[config.mk]
export PLATFORM = sky130hd
export DESIGN_NAME = sm_divider
export DESIGN_NICKNAME = d
export VERILOG_FILES = /design/src/rtl/sm_divider.sv
export SDC_FILE = /design/constraint.sdc
export NUM_CORES = 1
export LEC_CHECK = 0
export ABC_CLOCK_PERIOD_IN_PS = 6600
export CAP_MARGIN = 25
export CORE_ASPECT_RATIO = 0.6
export CORE_MARGIN = 1.5
export CORE_UTILIZATION = 40
export DETAILED_ROUTE_END_ITERATION = 16
export SLEW_MARGIN = 20
export SYNTH_ARGS = -nofsm -noshare
export SYNTH_HDL_FRONTEND = slang
export SYNTH_SLANG_ARGS = --single-unit
export TNS_END_PERCENT = 20
[constraint.sdc]
create_clock -name clk -period 6.6 [get_ports clk]
set_clock_uncertainty 0.05 [all_clocks]
set_input_delay 0.66 -clock clk [delete_from_list [all_inputs] [get_ports clk]]
set_output_delay 0.66 -clock clk [all_outputs]
set_load 0.02 [all_outputs]
[src/rtl/sm_divider.sv]
// Sign-magnitude 15-bit / 7-bit restoring divider, one quotient bit per cycle.
// Valid/ready on both sides; results hold in DONE until the consumer takes them.
module sm_divider (
    input  logic        clk,
    input  logic        rst,
    input  logic        in_valid,
    output logic        in_ready,
    input  logic [15:0] dividend,
    input  logic [7:0]  divisor,
    output logic        out_valid,
    input  logic        out_ready,
    output logic [15:0] quotient,
    output logic [7:0]  remainder,
    output logic        div_by_zero
);

    typedef enum logic [1:0] {IDLE, CALC, DONE} state_t;

    state_t      state, state_nxt;
    logic [3:0]  cnt;
    logic [14:0] dvd;
    logic [14:0] quo;
    logic [6:0]  dsr;
    logic [6:0]  rem;
    logic        q_sign;
    logic        r_sign;

    logic        accept;
    logic        zero_div;
    logic        last_step;
    logic [7:0]  trial;
    logic [7:0]  diff;
    logic        q_bit;
    logic [6:0]  rem_nxt;
    logic [14:0] quo_nxt;

    assign accept    = (state == IDLE) && in_valid;
    assign zero_div  = (divisor[6:0] == 7'd0);
    assign last_step = (state == CALC) && (cnt == 4'd14);

    // Partial remainder always stays below the divisor, so 7 bits plus
    // the incoming dividend bit is enough for the trial value.
    always_comb begin
        trial   = {rem, dvd[14]};
        diff    = trial - {1'b0, dsr};
        q_bit   = (trial >= {1'b0, dsr});
        rem_nxt = q_bit ? diff[6:0] : trial[6:0];
        quo_nxt = {quo[13:0], q_bit};
    end

    always_ff @(posedge clk) begin
        if (rst)
            state <= IDLE;
        else
            state <= state_nxt;
    end

    always_comb begin
        state_nxt = state;
        in_ready  = 1'b0;
        out_valid = 1'b0;
        case (state)
            IDLE: begin
                in_ready = 1'b1;
                if (in_valid)
                    state_nxt = zero_div ? DONE : CALC;
            end
            CALC: begin
                if (cnt == 4'd14)
                    state_nxt = DONE;
            end
            DONE: begin
                out_valid = 1'b1;
                if (out_ready)
                    state_nxt = IDLE;
            end
            default: state_nxt = IDLE;
        endcase
    end

    always_ff @(posedge clk) begin
        if (rst) begin
            cnt         <= 4'd0;
            dvd         <= 15'd0;
            quo         <= 15'd0;
            dsr         <= 7'd0;
            rem         <= 7'd0;
            q_sign      <= 1'b0;
            r_sign      <= 1'b0;
            quotient    <= 16'd0;
            remainder   <= 8'd0;
            div_by_zero <= 1'b0;
        end else if (accept) begin
            cnt    <= 4'd0;
            dvd    <= dividend[14:0];
            dsr    <= divisor[6:0];
            rem    <= 7'd0;
            quo    <= 15'd0;
            q_sign <= dividend[15] ^ divisor[7];
            r_sign <= dividend[15];
            if (zero_div) begin
                quotient    <= 16'h7FFF;
                remainder   <= 8'h00;
                div_by_zero <= 1'b1;
            end else begin
                div_by_zero <= 1'b0;
            end
        end else if (state == CALC) begin
            cnt <= last_step ? 4'd0 : cnt + 4'd1;
            dvd <= {dvd[13:0], 1'b0};
            rem <= rem_nxt;
            quo <= quo_nxt;
            // Zero magnitudes never carry a sign.
            if (last_step) begin
                quotient  <= {q_sign & (|quo_nxt), quo_nxt};
                remainder <= {r_sign & (|rem_nxt), rem_nxt};
            end
        end
    end

endmodule

# Yosys cells after proc, flatten, opt, wreduce, memory -nomap -nowiden
# Index checks and enable logic that the tools add are counted.
# word_totals
ff_bits	76
output_inout_bits	27
word_cells	55
# op_classes
add_sub_neg	2
order_cmp	1
eq_ne	7
mux	20
n_bitwise	3
n_reduce_logical	11
# op_table
operator	count
16-bit 2-to-1 mux	4
8-bit 2-to-1 mux	4
15-bit 2-to-1 mux	2
15-bit OR reduction	1
8-bit by 7-bit >= comparator with 1-bit output	1
2-bit 2-to-1 mux	4
7-bit logical NOT	1
7-bit 2-to-1 mux	1
7-bit OR reduction	1
7-bit subtractor	1
2-bit != test, second input constant	3
2-bit one-hot mux with 3 select lines	1
3-bit AND reduction	2
4-bit by 1-bit adder with 4-bit output, second input constant	1
4-bit equality test, second input constant	1
4-bit 2-to-1 mux	1
2-bit nonzero test	2
1-bit 2-to-1 mux	3
1-bit AND	2
2-bit by 1-bit equality test with 1-bit output, second input constant	1
2-bit equality test, second input constant	1
1-bit logical AND	2
2-bit logical NOT	1
2-bit by 1-bit != test with 1-bit output, second input constant	1
2 further kinds	2

# Longest topological paths before layout
# logic_depth
word_depth	7
ltp_mapped	11
depth_no_buf	10

# Worst setup path after synthesis
# OpenSTA, ideal clock, no wires.
# synth_path
kind	register to register
startpoint	reg dsr[5]
endpoint	reg remainder[7]
setup_time_ns	0.125
arrival_time_ns	1.999
path_slack_ns	4.425
path_stages_with_launch	9
cell_sequence	dfxtp_1 -> inv_1 -> ha_1 -> a21o_1 -> a211o_1 -> nor2_2 -> mux2_2 -> a211oi_2 -> a31oi_1
# synth_via
elab_chain_cells	7
word_cells_on_any_way	8
classes_between	add/sub (1); order compare (1); mux (4); bitwise (1); reduce/logical (1)
# synth_rtl
item	line	rtl
from (decl)	23	logic [6:0] dsr;
from (signal assigned)	96	dsr <= divisor[6:0];
7-bit subtractor / 8-bit by 7-bit >= comparator with 1-bit output (equally long branches)	45, 46	
7-bit 2-to-1 mux (*)	47	rem_nxt = q_bit ? diff[6:0] : trial[6:0];
7-bit OR reduction (*)	116	remainder <= {r_sign & (|rem_nxt), rem_nxt};
1-bit AND (*)	116	
8-bit 2-to-1 mux (*)	114	if (last_step) begin
8-bit 2-to-1 mux (*)	108	end else if (state == CALC) begin
8-bit 2-to-1 mux (*)	93	end else if (accept) begin
to (signal assigned)	116	
to (decl)	13	output logic [7:0] remainder,
# Every way passes the cells marked *; elsewhere a longest branch is shown, timed or not. The select of a mux whose other input is x is not followed.
# A chain may end at the register's enable or synchronous reset.

# Worst setup path in the final report
# Same ends and word-level chain as after synthesis.

==> flow_summary.yaml <==
setup_path:
  cp.required_ps: 6750
  slowest_delay_ps: 520
  cp.arrival_ps: 2950
  r2r_cells: 8
  startpoint_type: "register"
  path_class: "register to register"
  r2r_slack_ps: 3800
  r2r_end: "remainder[7]$_SDFFE_PP0P_"
  crit_path_end_kind: "register"
  critPathTopFamily: "compound AO/OA/AOI/OAI gates"
  crit_path_max_fanout: 13
  critPathBufInv: 1
  crit_slowest_cell: "nor2_2"
  path_cells: "inv_1 > ha_1 > a21o_1 > a211o_1 > nor2_2 > mux2_2 > a211oi_2 > a31oi_1"
  r2r_start: "dsr[5]$_SDFFE_PP0P_"
finish:
  fin_nets: 494
  area_delta_synth_final_pct: 25.4
  drive_above_1_share_pct: 10.9
  nFillCells: 849
  fin_util_pct: 51.3
  stdcell_count: 572
  antenna_cells: 0
clocking:
  h-tree-depth: 3
  cts_setup_buffers: 0
  cts_tree: "built"
  cts.sinks: 76
  cts_resized: 0
  cts_buffers: 9
  root_buffer: "clkbuf_16"
  clk_pin_slew_ps: 50
  ctsLongestPathBuffers: 2
  clkLatencyLatePin_ps: 330
  cts-hold-fix-buffers: 0
logic_synthesis:
  synth_edf_count: 0
  synth_most_common_cell: "dfxtp_1"
  synth.avg_cell_area_sq_um: 8.34
  synth_top_area_share_pct: 43.9
  synth_commonest_cells: "76 x dfxtp_1, 73 x nand2_1, 50 x a21oi_1"
  synthCells: 415
  synthArstFlopShare_pct: 0
  synth_cell_types: 50
  synth_flop_cell: "dfxtp_1"
  seq_area_frac_synth_pct: 43.9
  ys_ff_latch: 76
  ys_warn_count: 0
  syn_area_sq_um: 3460
  synth_top_area_cell: "dfxtp_1"
  synth.area.top_cells: "dfxtp_1 44%, nand2_1 7.9%, a21oi_1 7.2%, nor2_1 4.6%, a22oi_1 4.3%"
  synth_nets: 453
placed_design:
  place_hpwl_um: 5630
  numPortBuffers: 54
  place_congestion: 0.855
  place_ws_ps: 3510
  dp_cells: 555
detailed_routing:
  drt_pre_antenna_iters: 4
  drt_wl_total_um: 8210
  vias: 2967
  avgRoutedWirePerCell_um: 14.3
  first_iter_violations: 249
  postRouteAntennaNets: 0
  route.detailed.drc: 0
  via_per_inst: 5.19
timing:
  finalHoldViolations: 0
  period_share_pct: 42.5
  worstMarginPinSlew_ps: 931
  max_slew_margin_pct: 37.9
  finalSetupTns_ps: 0
  drv_slew: 0
  setup_viol: 0
  clock.fmax_mhz: 357
  period_needed_ps: 2800
  setup_ws_ps: 3800
  rsz0062_at_grt: "no"
global_route:
  grt_max_degree: 53
  first_global_vias: 2668
  grt_pass1_wl_um: 13400
  antenna_found_initial: 0
  track_usage_pct: 19.0
  overflow: 0
power:
  power.density_nw_per_um2: 264
  power_uw: 1150
  vdd_drop_max_uv: 136
  leakage_uw: 0.00157
hold_path:
  worstHoldStart: "dvd[13]$_SDFFE_PP0P_"
  holdPathEnd: "dvd[13]$_SDFFE_PP0P_"
  worstHoldPathCells: 2
  hold_class: "register to register"
floorplan:
  dieArea_sq_um: 9240
  fp.dieW_um: 123
  core_area_sq_um: 8460
  die_h_um: 75.1
  ios: 55
  start_util_pct: 40.9
  num_rows: 26
job:
  cap_violations: 0
outcome:
  status: "completed"
[cell families after synthesis]
| family | Yosys count | synth area share, % |
|---|---|---|
| adders and majority gates | 10 | 3.83 |
| and+or+nand+nor | 186 | 26.9 |
| xor gates and xnor gates | 4 | 1.01 |
| AOI/OAI and AO/OA | 93 | 17.1 |
| buffers and inverters | 40 | 5.38 |
| DFF | 76 | 43.9 |
| muxes | 6 | 1.81 |
[area by class of cell]
class,instances,area (sq um),share of cell area [%]
multi-input combinational,299,1760,40.5
sequential,76,1520,35.1
timing repair buffer,58,589,13.6
clock buffer,13,250,5.77
tap,112,140,3.23
inverter,12,45.0,1.04
clock inverter,2,35.0,0.807
[through the flow]
stage               hold WS [ps]  cell area [sq um]
floorplan                    382               3460
global placement             394               4010
detailed placement           398               4010
CTS                          406               4300
global route                 424               4340
finish                       403               4340
[state kept, by name, summed over array words and instances, names as in the netlist]
register	flops
dvd	15
rem	7
state	2
q_sign	1
div_by_zero	1
dsr	7
cnt	4
quotient	16
remainder	8
r_sign	1
quo	14
[how the worst max path moves through the flow]
stage,startpoint,endpoint,slack (ps),cells past startpoint
finish,dsr[5]$_SDFFE_PP0P_,remainder[7]$_SDFFE_PP0P_,3800,8
global route,dsr[5]$_SDFFE_PP0P_,remainder[7]$_SDFFE_PP0P_,3660,8
CTS,dsr[5]$_SDFFE_PP0P_,remainder[7]$_SDFFE_PP0P_,3820,8
detailed placement,in_valid,remainder[7]$_SDFFE_PP0P_,3510,5
global placement,in_valid,remainder[7]$_SDFFE_PP0P_,3540,6
floorplan,dsr[5]$_SDFFE_PP0P_,remainder[7]$_SDFFE_PP0P_,4430,8
[cell usage in the layout (no fill, tap or decap), types with 3 or more instances in the layout]
| master | Yosys | routed |
|---|---|---|
| a211oi_1 | 6 | 6 |
| a21oi_1 | 50 | 50 |
| a22oi_1 | 20 | 20 |
| clkbuf_1 | 17 | 3 |
| clkbuf_16 | 0 | 9 |
| clkdlybuf4s50_1 | 0 | 53 |
| dfxtp_1 | 76 | 76 |
| ha_1 | 9 | 9 |
| inv_1 | 12 | 12 |
| mux2i_1 | 4 | 4 |
| nand2_1 | 73 | 73 |
| nand2b_1 | 5 | 4 |
| nand3_1 | 4 | 4 |
| nand4_1 | 4 | 4 |
| nor2_1 | 42 | 42 |
| nor2_2 | 11 | 11 |
| nor2b_1 | 4 | 3 |
| nor3_1 | 14 | 14 |
| nor3_2 | 10 | 10 |
| nor3b_1 | 3 | 3 |
| o21ai_0 | 3 | 3 |
| xor2_1 | 3 | 3 |
[worst register-to-register path, cell delays in order (launching register included)]
cell and delay [ps]:
dfxtp_1 320, inv_1 80, ha_1 410, a21o_1 210, a211o_1 330, nor2_2 520
mux2_2 450, a211oi_2 210, a31oi_1 100
[routing by layer]
| metal | vias up | wire (um) | GRT usage [%] |
|---|---|---|---|
| met2 | 79 | 3210 | 25.9 |
| met1 | 1368 | 4380 | 28.1 |
| met5 | - | 0 | 0 |
| li1 | 1515 | - | - |
| met3 | 5 | 562 | 6.89 |
| met4 | 0 | 55 | 4.85 |
[report_power, final]
part	internal (uW)	leakage, uW	switching [uW]
Sequential	474	0.000617	9.68
Clock	300	0.000140	172
Combinational	81.2	0.000814	110
Total	855	0.00157	291
Power figures use the tool's default switching activity.
